<file path="src/rtl/ddmi_pkg.sv">
// Shared timing defaults, FSM encoding and blanking value for the ddmi output block.
package ddmi_pkg;

  // 640x480@60 defaults
  localparam int DEF_H_ACTIVE = 640;
  localparam int DEF_H_FP     = 16;
  localparam int DEF_H_SYNC   = 96;
  localparam int DEF_H_BP     = 48;
  localparam int DEF_V_ACTIVE = 480;
  localparam int DEF_V_FP     = 10;
  localparam int DEF_V_SYNC   = 2;
  localparam int DEF_V_BP     = 33;
  localparam int DEF_CW       = 12;

  typedef enum logic [1:0] {
    IDLE     = 2'd0,
    RUN      = 2'd1,
    STOPPING = 2'd2
  } state_e;

  localparam logic [23:0] BLANK_RGB = 24'h000000;

  function automatic int line_total(input int act, input int fp, input int sync, input int bp);
    return act + fp + sync + bp;
  endfunction

endpackage

</file>
<file path="src/rtl/ddmi_sync_gen.sv">
// h/v position counters (stage 0) and registered region decode (stage 1).
module ddmi_sync_gen
  import ddmi_pkg::*;
#(
  parameter int H_ACTIVE  = DEF_H_ACTIVE,
  parameter int H_FP      = DEF_H_FP,
  parameter int H_SYNC    = DEF_H_SYNC,
  parameter int H_BP      = DEF_H_BP,
  parameter int V_ACTIVE  = DEF_V_ACTIVE,
  parameter int V_FP      = DEF_V_FP,
  parameter int V_SYNC    = DEF_V_SYNC,
  parameter int V_BP      = DEF_V_BP,
  parameter bit HSYNC_POL = 1'b0,
  parameter bit VSYNC_POL = 1'b0,
  parameter int CW        = DEF_CW
) (
  input  logic          clk_pixel,
  input  logic          rst,
  input  logic          run_i,
  output logic          eof_o,
  output logic          act_o,
  output logic          hs_o,
  output logic          vs_o,
  output logic          fs_o,
  output logic [CW-1:0] x_o,
  output logic [CW-1:0] y_o
);

  localparam int H_TOTAL = line_total(H_ACTIVE, H_FP, H_SYNC, H_BP);
  localparam int V_TOTAL = line_total(V_ACTIVE, V_FP, V_SYNC, V_BP);

  localparam logic [CW-1:0] H_LAST = CW'(H_TOTAL - 1);
  localparam logic [CW-1:0] V_LAST = CW'(V_TOTAL - 1);
  localparam logic [CW-1:0] H_ACT  = CW'(H_ACTIVE);
  localparam logic [CW-1:0] V_ACT  = CW'(V_ACTIVE);
  localparam logic [CW-1:0] HS_LO  = CW'(H_ACTIVE + H_FP);
  localparam logic [CW-1:0] HS_HI  = CW'(H_ACTIVE + H_FP + H_SYNC - 1);
  localparam logic [CW-1:0] VS_LO  = CW'(V_ACTIVE + V_FP);
  localparam logic [CW-1:0] VS_HI  = CW'(V_ACTIVE + V_FP + V_SYNC - 1);

  if (H_FP < 1 || H_SYNC < 1 || H_BP < 1 || V_FP < 1 || V_SYNC < 1 || V_BP < 1 ||
      H_TOTAL >= (1 << CW) || V_TOTAL >= (1 << CW)) begin : g_bad_params
    $error("ddmi_sync_gen: illegal timing parameters");
  end

  logic [CW-1:0] h_q, h_d, v_q, v_d;
  logic          act_q, hs_q, vs_q, fs_q;
  logic [CW-1:0] x_q, y_q;
  logic          in_hs, in_vs;

  assign eof_o = (h_q == H_LAST) && (v_q == V_LAST);
  assign in_hs = (h_q >= HS_LO) && (h_q <= HS_HI);
  assign in_vs = (v_q >= VS_LO) && (v_q <= VS_HI);

  // Counters only move while running; outside that they sit at the origin.
  always_comb begin
    h_d = '0;
    v_d = '0;
    if (run_i) begin
      h_d = h_q + CW'(1);
      v_d = v_q;
      if (h_q == H_LAST) begin
        h_d = '0;
        v_d = (v_q == V_LAST) ? '0 : v_q + CW'(1);
      end
    end
  end

  always_ff @(posedge clk_pixel or posedge rst) begin
    if (rst) begin
      h_q   <= '0;
      v_q   <= '0;
      act_q <= 1'b0;
      hs_q  <= ~HSYNC_POL;
      vs_q  <= ~VSYNC_POL;
      fs_q  <= 1'b0;
      x_q   <= '0;
      y_q   <= '0;
    end else begin
      h_q   <= h_d;
      v_q   <= v_d;
      act_q <= run_i && (h_q < H_ACT) && (v_q < V_ACT);
      hs_q  <= in_hs ? HSYNC_POL : ~HSYNC_POL;
      vs_q  <= in_vs ? VSYNC_POL : ~VSYNC_POL;
      fs_q  <= run_i && (h_q == '0) && (v_q == '0);
      x_q   <= h_q;
      y_q   <= v_q;
    end
  end

  assign act_o = act_q;
  assign hs_o  = hs_q;
  assign vs_o  = vs_q;
  assign fs_o  = fs_q;
  assign x_o   = x_q;
  assign y_o   = y_q;

endmodule

</file>
<file path="src/rtl/ddmi_timing_ctrl.sv">
// Video timing controller: run/stop FSM, FWFT pixel pop, underflow flag and aligned output stage.
module ddmi_timing_ctrl
  import ddmi_pkg::*;
#(
  parameter int H_ACTIVE  = DEF_H_ACTIVE,
  parameter int H_FP      = DEF_H_FP,
  parameter int H_SYNC    = DEF_H_SYNC,
  parameter int H_BP      = DEF_H_BP,
  parameter int V_ACTIVE  = DEF_V_ACTIVE,
  parameter int V_FP      = DEF_V_FP,
  parameter int V_SYNC    = DEF_V_SYNC,
  parameter int V_BP      = DEF_V_BP,
  parameter bit HSYNC_POL = 1'b0,
  parameter bit VSYNC_POL = 1'b0,
  parameter int CW        = DEF_CW
) (
  input  logic          clk_pixel,
  input  logic          rst,
  input  logic          en,
  input  logic [23:0]   pix_data,
  input  logic          pix_valid,
  output logic          pix_ready,
  input  logic          underflow_clr,
  output logic [23:0]   rgb,
  output logic          de,
  output logic          hsync,
  output logic          vsync,
  output logic [CW-1:0] x,
  output logic [CW-1:0] y,
  output logic          frame_start,
  output logic          running,
  output logic          underflow
);

  state_e        state_q, state_d;
  logic          eof, act1, hs1, vs1, fs1;
  logic [CW-1:0] x1, y1;

  logic [23:0]   rgb_q;
  logic          de_q, hsync_q, vsync_q, fs_q, uf_q;
  logic [CW-1:0] x_q, y_q;

  assign running = (state_q != IDLE);

  ddmi_sync_gen #(
    .H_ACTIVE (H_ACTIVE),  .H_FP   (H_FP),   .H_SYNC (H_SYNC), .H_BP (H_BP),
    .V_ACTIVE (V_ACTIVE),  .V_FP   (V_FP),   .V_SYNC (V_SYNC), .V_BP (V_BP),
    .HSYNC_POL(HSYNC_POL), .VSYNC_POL(VSYNC_POL), .CW(CW)
  ) u_sync (
    .clk_pixel(clk_pixel),
    .rst      (rst),
    .run_i    (running),
    .eof_o    (eof),
    .act_o    (act1),
    .hs_o     (hs1),
    .vs_o     (vs1),
    .fs_o     (fs1),
    .x_o      (x1),
    .y_o      (y1)
  );

  // Stopping lets the current frame finish; the counters wrap to the origin on the same edge.
  always_comb begin
    state_d = state_q;
    unique case (state_q)
      IDLE:     if (en) state_d = RUN;
      RUN:      if (!en) state_d = STOPPING;
      STOPPING: if (en) state_d = RUN;
                else if (eof) state_d = IDLE;
      default:  state_d = IDLE;
    endcase
  end

  always_ff @(posedge clk_pixel or posedge rst) begin
    if (rst) state_q <= IDLE;
    else     state_q <= state_d;
  end

  assign pix_ready = act1;

  always_ff @(posedge clk_pixel or posedge rst) begin
    if (rst) begin
      rgb_q   <= BLANK_RGB;
      de_q    <= 1'b0;
      hsync_q <= ~HSYNC_POL;
      vsync_q <= ~VSYNC_POL;
      fs_q    <= 1'b0;
      x_q     <= '0;
      y_q     <= '0;
      uf_q    <= 1'b0;
    end else begin
      rgb_q   <= (act1 && pix_valid) ? pix_data : BLANK_RGB;
      de_q    <= act1;
      hsync_q <= hs1;
      vsync_q <= vs1;
      fs_q    <= fs1;
      x_q     <= x1;
      y_q     <= y1;
      // A starved pop in the same cycle as a clear still latches the flag.
      if (act1 && !pix_valid) uf_q <= 1'b1;
      else if (underflow_clr) uf_q <= 1'b0;
    end
  end

  assign rgb         = rgb_q;
  assign de          = de_q;
  assign hsync       = hsync_q;
  assign vsync       = vsync_q;
  assign x           = x_q;
  assign y           = y_q;
  assign frame_start = fs_q;
  assign underflow   = uf_q;

endmodule

</file>
<file path="config.mk">
export PLATFORM = sky130hd
export DESIGN_NAME = ddmi_timing_ctrl
export DESIGN_NICKNAME = d
export VERILOG_FILES = /design/src/rtl/ddmi_pkg.sv /design/src/rtl/ddmi_sync_gen.sv /design/src/rtl/ddmi_timing_ctrl.sv
export SDC_FILE = /design/constraint.sdc
export NUM_CORES = 1
export LEC_CHECK = 0
export CAP_MARGIN = 5
export CORE_ASPECT_RATIO = 0.6
export CORE_MARGIN = 10
export CORE_UTILIZATION = 45
export CTS_BUF_LIST = sky130_fd_sc_hd__clkbuf_4 sky130_fd_sc_hd__clkbuf_8 sky130_fd_sc_hd__clkbuf_16
export DETAILED_ROUTE_END_ITERATION = 16
export PLACE_DENSITY = 0.83
export SKIP_CTS_REPAIR_TIMING = 1
export SLEW_MARGIN = 20
export SYNTH_ARGS = -nofsm -noshare
export SYNTH_HDL_FRONTEND = slang
export SYNTH_SLANG_ARGS = --single-unit
export TNS_END_PERCENT = 50
</file>
<file path="constraint.sdc">
create_clock -name clk_pixel -period 7.1 [get_ports clk_pixel]
set_input_delay 1.42 -clock clk_pixel [delete_from_list [all_inputs] [get_ports clk_pixel]]
set_output_delay 1.42 -clock clk_pixel [all_outputs]
set_load 0.01 [all_outputs]
</file>
[Word-level counts from Yosys, hierarchy flattened]
Cells that the tools add are included.
Operators by class
  add/subtract/negate cells: 2
  multiply operators: 0
  div/mod/pow operators: 0
  magnitude comparators: 6
  equal/unequal tests: 8
  shift operators: 0
  mux-type cells: 15
  bitwise operators: 0
  reduce and logical (&&, ||, !) cells: 16
Operator list (number)
  $mux 12: 5
  $add 12x1->12 const B: 2
  $eq 12x10->1 const B: 2
  $logic_not 12->1: 2
  $mux 24: 1
  $ge 12x10->1 const B: 1
  $ge 12x9->1 const B: 1
  $le 12x10->1 const B: 1
  $le 12x9->1 const B: 1
  $lt 12x10->1 const B: 1
  $lt 12x9->1 const B: 1
  $logic_and 1x1->1: 9
  $mux 2: 4
  $ne 2x2->1 const B: 3
  $pmux 2 s3: 1
  $mux 1: 4
  $reduce_bool 2->1: 2
  $ne 3x3->1 const B: 1
  $reduce_and 3->1: 1
  $eq 2x1->1 const B: 1
  $eq 2x2->1 const B: 1
  $logic_not 2->1: 1
  $logic_not 1->1: 1
Word-level totals
  register bits: 107
  latch bits: 0
  memory bits (writable): 0
  ROM bits: 0
  output and inout port bits: 55
  word-level logic and storage cells: 64
  memories kept: 0

[Depth between registers and ports, before layout]
  word-level depth: 5
  depth in mapped cells: 6

[Hierarchy]
A second synthesis with hierarchy kept.
Second synthesis, totals
  cells, all modules: 280
  area, all modules: 3699.8 sq um
Modules (own cells, without submodules)
  ddmi_sync_gen: times used 1, cells an instance 188, area each 2093.3 sq um, sequential area each 1303.8 sq um
  ddmi_timing_ctrl: times used 1, cells an instance 92, area each 1606.5 sq um, sequential area each 1378.8 sq um

[Worst setup path before layout]
OpenSTA, ideal clock, no wires.
  kind: reg2reg
  start point: reg u_sync.h_q[10]
  end point: reg u_sync.v_q[9]
  setup time: 0.079 ns
  arrival: 2.069 ns
  slack: 4.952 ns
  cell stages (with the launch flop): 5
  path buffers: 0
  period minus slack after synthesis: 2.148 ns
  cells stage by stage: dfrtp_1 -> or4_1 -> o41a_1 -> or4_1 -> a21oi_1
On the way
  longest elaborated chain between the ends: 2
Ends and longest elaborated chain
  start: declaration: RTL line ddmi_sync_gen.sv:46  | logic [CW-1:0] h_q, h_d, v_q, v_d;
  start signal: assignment: RTL line ddmi_sync_gen.sv:71  | h_q <= '0;
  start signal: assignment: RTL line ddmi_sync_gen.sv:80  | h_q <= h_d;
  $eq 12x10->1: RTL line ddmi_sync_gen.sv:62  | if (h_q == H_LAST) begin
  $ne 2x2->1 (no line)
  end signal: assignment: RTL line ddmi_sync_gen.sv:81  | v_q <= v_d;
  end: declaration: RTL line ddmi_sync_gen.sv:46
Every way passes these cells.
A chain may end at the register's enable or synchronous reset.

[Worst setup path in the final report]
  start point: reg u_sync.act_q (netlist: u_sync.act_o)
  end point: out pix_ready
RTL lines
  start: declaration: RTL line ddmi_sync_gen.sv:47  | logic act_q, hs_q, vs_q, fs_q;
  start signal: assignment: RTL line ddmi_sync_gen.sv:82  | act_q <= run_i && (h_q < H_ACT) && (v_q < V_ACT);
  end: declaration: RTL line ddmi_timing_ctrl.sv:22  | output logic pix_ready,
No word-level cell between the ends.

==> flow_summary.ini <==
[run_status]
outcome = complete, no violations

[detailed_routing]
drcViolationCount = 0
drtIter0Drc = 218
dr.pass1.iters = 4
ant_nets = 0
via_per_inst = 5.35
vias = 2564
wirelength_mm = 8.55
routedWlPerCell_um = 17.9

[sta]
max_freq_mhz = 313
rsz0062_at_grt = false
finalSetupViolCount = 0
setup_tns_ns = 0
fin_worst_skew_ns = 0.00614
final_hold_viol_count = 0
period_needed_ns = 3.19
tightest_slew_ns = 0.798
setup_ws_ns = 3.91
min_period_over_period_pct = 45.0
slew_headroom_pct = 46.3
report.final.slew_viol_count = 0
hold_slack_ns = 0.345

[final_layout]
drive_above_1_share_pct = 6.74
stdcell_count = 479
fin_area_um2 = 4970
nets = 400
layout_commonest_cell = dfrtp_1
diodes = 0
layout_common_cells = dfrtp_1, clkdlybuf4s50_1, and3_1
area_growth_pct = 33.8

[floorplanning]
initial_utilization_pct = 46.8
rows = 25
coreArea_um2 = 7950
die_h_um = 90.4
num_io_pins = 84
dieArea_um2 = 12400
dieWidth_um = 137

[setup_path]
critPathMaxStageDelay_ns = 0.75
crit_slowest_cell = dfrtp_1
critPathMaxFanout = 27
cp.depth = 1
cp_top_family = flip-flops
cp_cell_sequence = clkdlybuf4s50_1
worstSetupEndpointType = primary output
cp-start-kind = register
critPathKind = reg -> out
worstPathRequired_ns = 5.68
timing.reg2reg.worst_path_depth = 4
worst-path-buf-inv = 1
crit_arrival_ns = 1.77

[placed_design]
postPlaceCellArea_um2 = 4650
portBuffers = 83
hpwl_mm = 6.10
dp_slack_ns = 4.03
dp.cells = 463
gp_congestion = 0.899

[min_path]
hold_depth = 0
min_path_type = reg -> reg

[synth]
syn-num-nets = 316
yosysUniqueCellTypes = 40
synth_area_um2 = 3720
synth-seq-area-share_pct = 72.2
synth_cells = 282
yosysWarnings = 0
yosys.area.top_type = dfrtp_1
syn-mean-instance-area_um2 = 13.2
yosys.area.top_type_share_pct = 69.3
synth.area.top_cells = dfrtp_1, and3_1, dfstp_2
synth_seq_cells = 107

[cts]
root_buffer = clkbuf_16
cts_tree = yes
worstSkewPairLatency_ns = 0.35
cts.clk_slew.worst_paths_ns = 0.07
htree_levels = 3
ctsLongestPathBuffers = 2
numCtsBuffers = 9
cts_sinks = 107

[grt]
grt_usage_pct = 14.1
grt_max_degree = 58
grt_pass1_vias = 2496
grt_pass1_wl_mm = 13.8
antenna_found_initial = 0
grt_remaining_overflow = 0

[power_and_ir_drop]
leakagePower_nw = 2.27
cellPowerDensity_nw_per_um2 = 255
irDropWorstVdd_mv = 0.138

[run]
drv_cap = 0
==> path summary, 6_finish.rpt <==
| kind | slack [ns] | to | startpoint |
|---|---|---|---|
| max | 3.91 | pix_ready | u_sync.act_o |
| min | 0.35 | x[6] | u_sync.x_o[6] |
| max reg2reg | 4.58 | u_sync.v_q[8] | u_sync.h_q[10] |
| min reg2reg | 0.35 | x[6] | u_sync.x_o[6] |
| max in group asynchronous | 4.50 | u_sync.y_o[4] | rst |
| min in group asynchronous | 1.49 | rgb[19] | rst |
==> routing by layer <==
metal  up-vias  routed length (um)  GRT usage (%)
met5         -                   0              0
met4         0                  78           3.50
met1      1250                3920           19.3
li1       1162                   -              -
met3         8                1010           6.11
met2       144                3550           20.0
==> synthesized netlist by cell type (all sizes together) <==
| master | count |
|---|---|
| nor2 | 13 |
| nand4b | 1 |
| a21boi | 1 |
| inv | 11 |
| or3 | 6 |
| ha | 5 |
| o311ai | 1 |
| and3 | 25 |
| dfstp | 4 |
| dfrtp | 103 |
| nor2b | 3 |
| nand2b | 1 |
| nand3 | 13 |
| clkbuf | 10 |
| nor3 | 4 |
| a21oi | 11 |
| or2 | 2 |
| xnor2 | 6 |
| o22ai | 1 |
| and3b | 1 |
| a31oi | 2 |
| o41ai | 2 |
| xor2 | 2 |
| and2 | 1 |
| nor4bb | 1 |
| and4 | 2 |
| o21a | 1 |
| nor4 | 7 |
| o41a | 1 |
| o2111ai | 2 |
| nand2 | 9 |
| or4 | 5 |
| nand4 | 7 |
| buf | 2 |
| or4b | 1 |
| o211ai | 2 |
| o21ai | 11 |
| o31ai | 2 |
==> cell families after synthesis <==
logic type	Yosys count	synth area share [%]
compound gates	37	6.16
simple gates	102	15.8
fa+ha+maj	5	1.68
xor+xnor	8	1.88
flops	107	72.2
buf+inv	23	2.36
==> flip-flops by register name, indices dropped and copies added (netlist names) <==
name          cells
u_sync.y_o       12
u_sync.h_q       12
state_q           2
u_sync.vs_o       1
u_sync.act_o      1
hsync             1
u_sync.v_q       12
u_sync.fs_o       1
underflow         1
rgb              24
de                1
x                12
u_sync.x_o       12
vsync             1
u_sync.hs_o       1
frame_start       1
y                12
==> layout make-up <==
type | count | area (um^2)
clock buffer | 10 | 239
timing repair buffer | 85 | 846
inverter | 11 | 43.8
sequential | 107 | 2680
multi-input combinational | 152 | 947
fill | 601 | 2970
clock inverter | 6 | 78.8
tap | 108 | 135
==> where the power goes <==
group	internal [mW]	switching [mW]	leakage (nW)	total, mW
registers	0.634	0.0183	1.45	0.652
clock network	0.290	0.224	0.157	0.514
logic	0.0523	0.0471	0.672	0.0995
total	0.977	0.290	2.27	1.27
==> per-stage QoR <==
step	utilization, %	power (mW)
6_report	62.6	1.27
5_1_grt	62.6	1.32
4_1_cts	62.6	1.28
3_5_place_dp	58.6	0.765
3_3_place_gp	58.6	0.761
2_1_floorplan	-	0.701
Note: power is estimated with default switching activity, not from simulation.
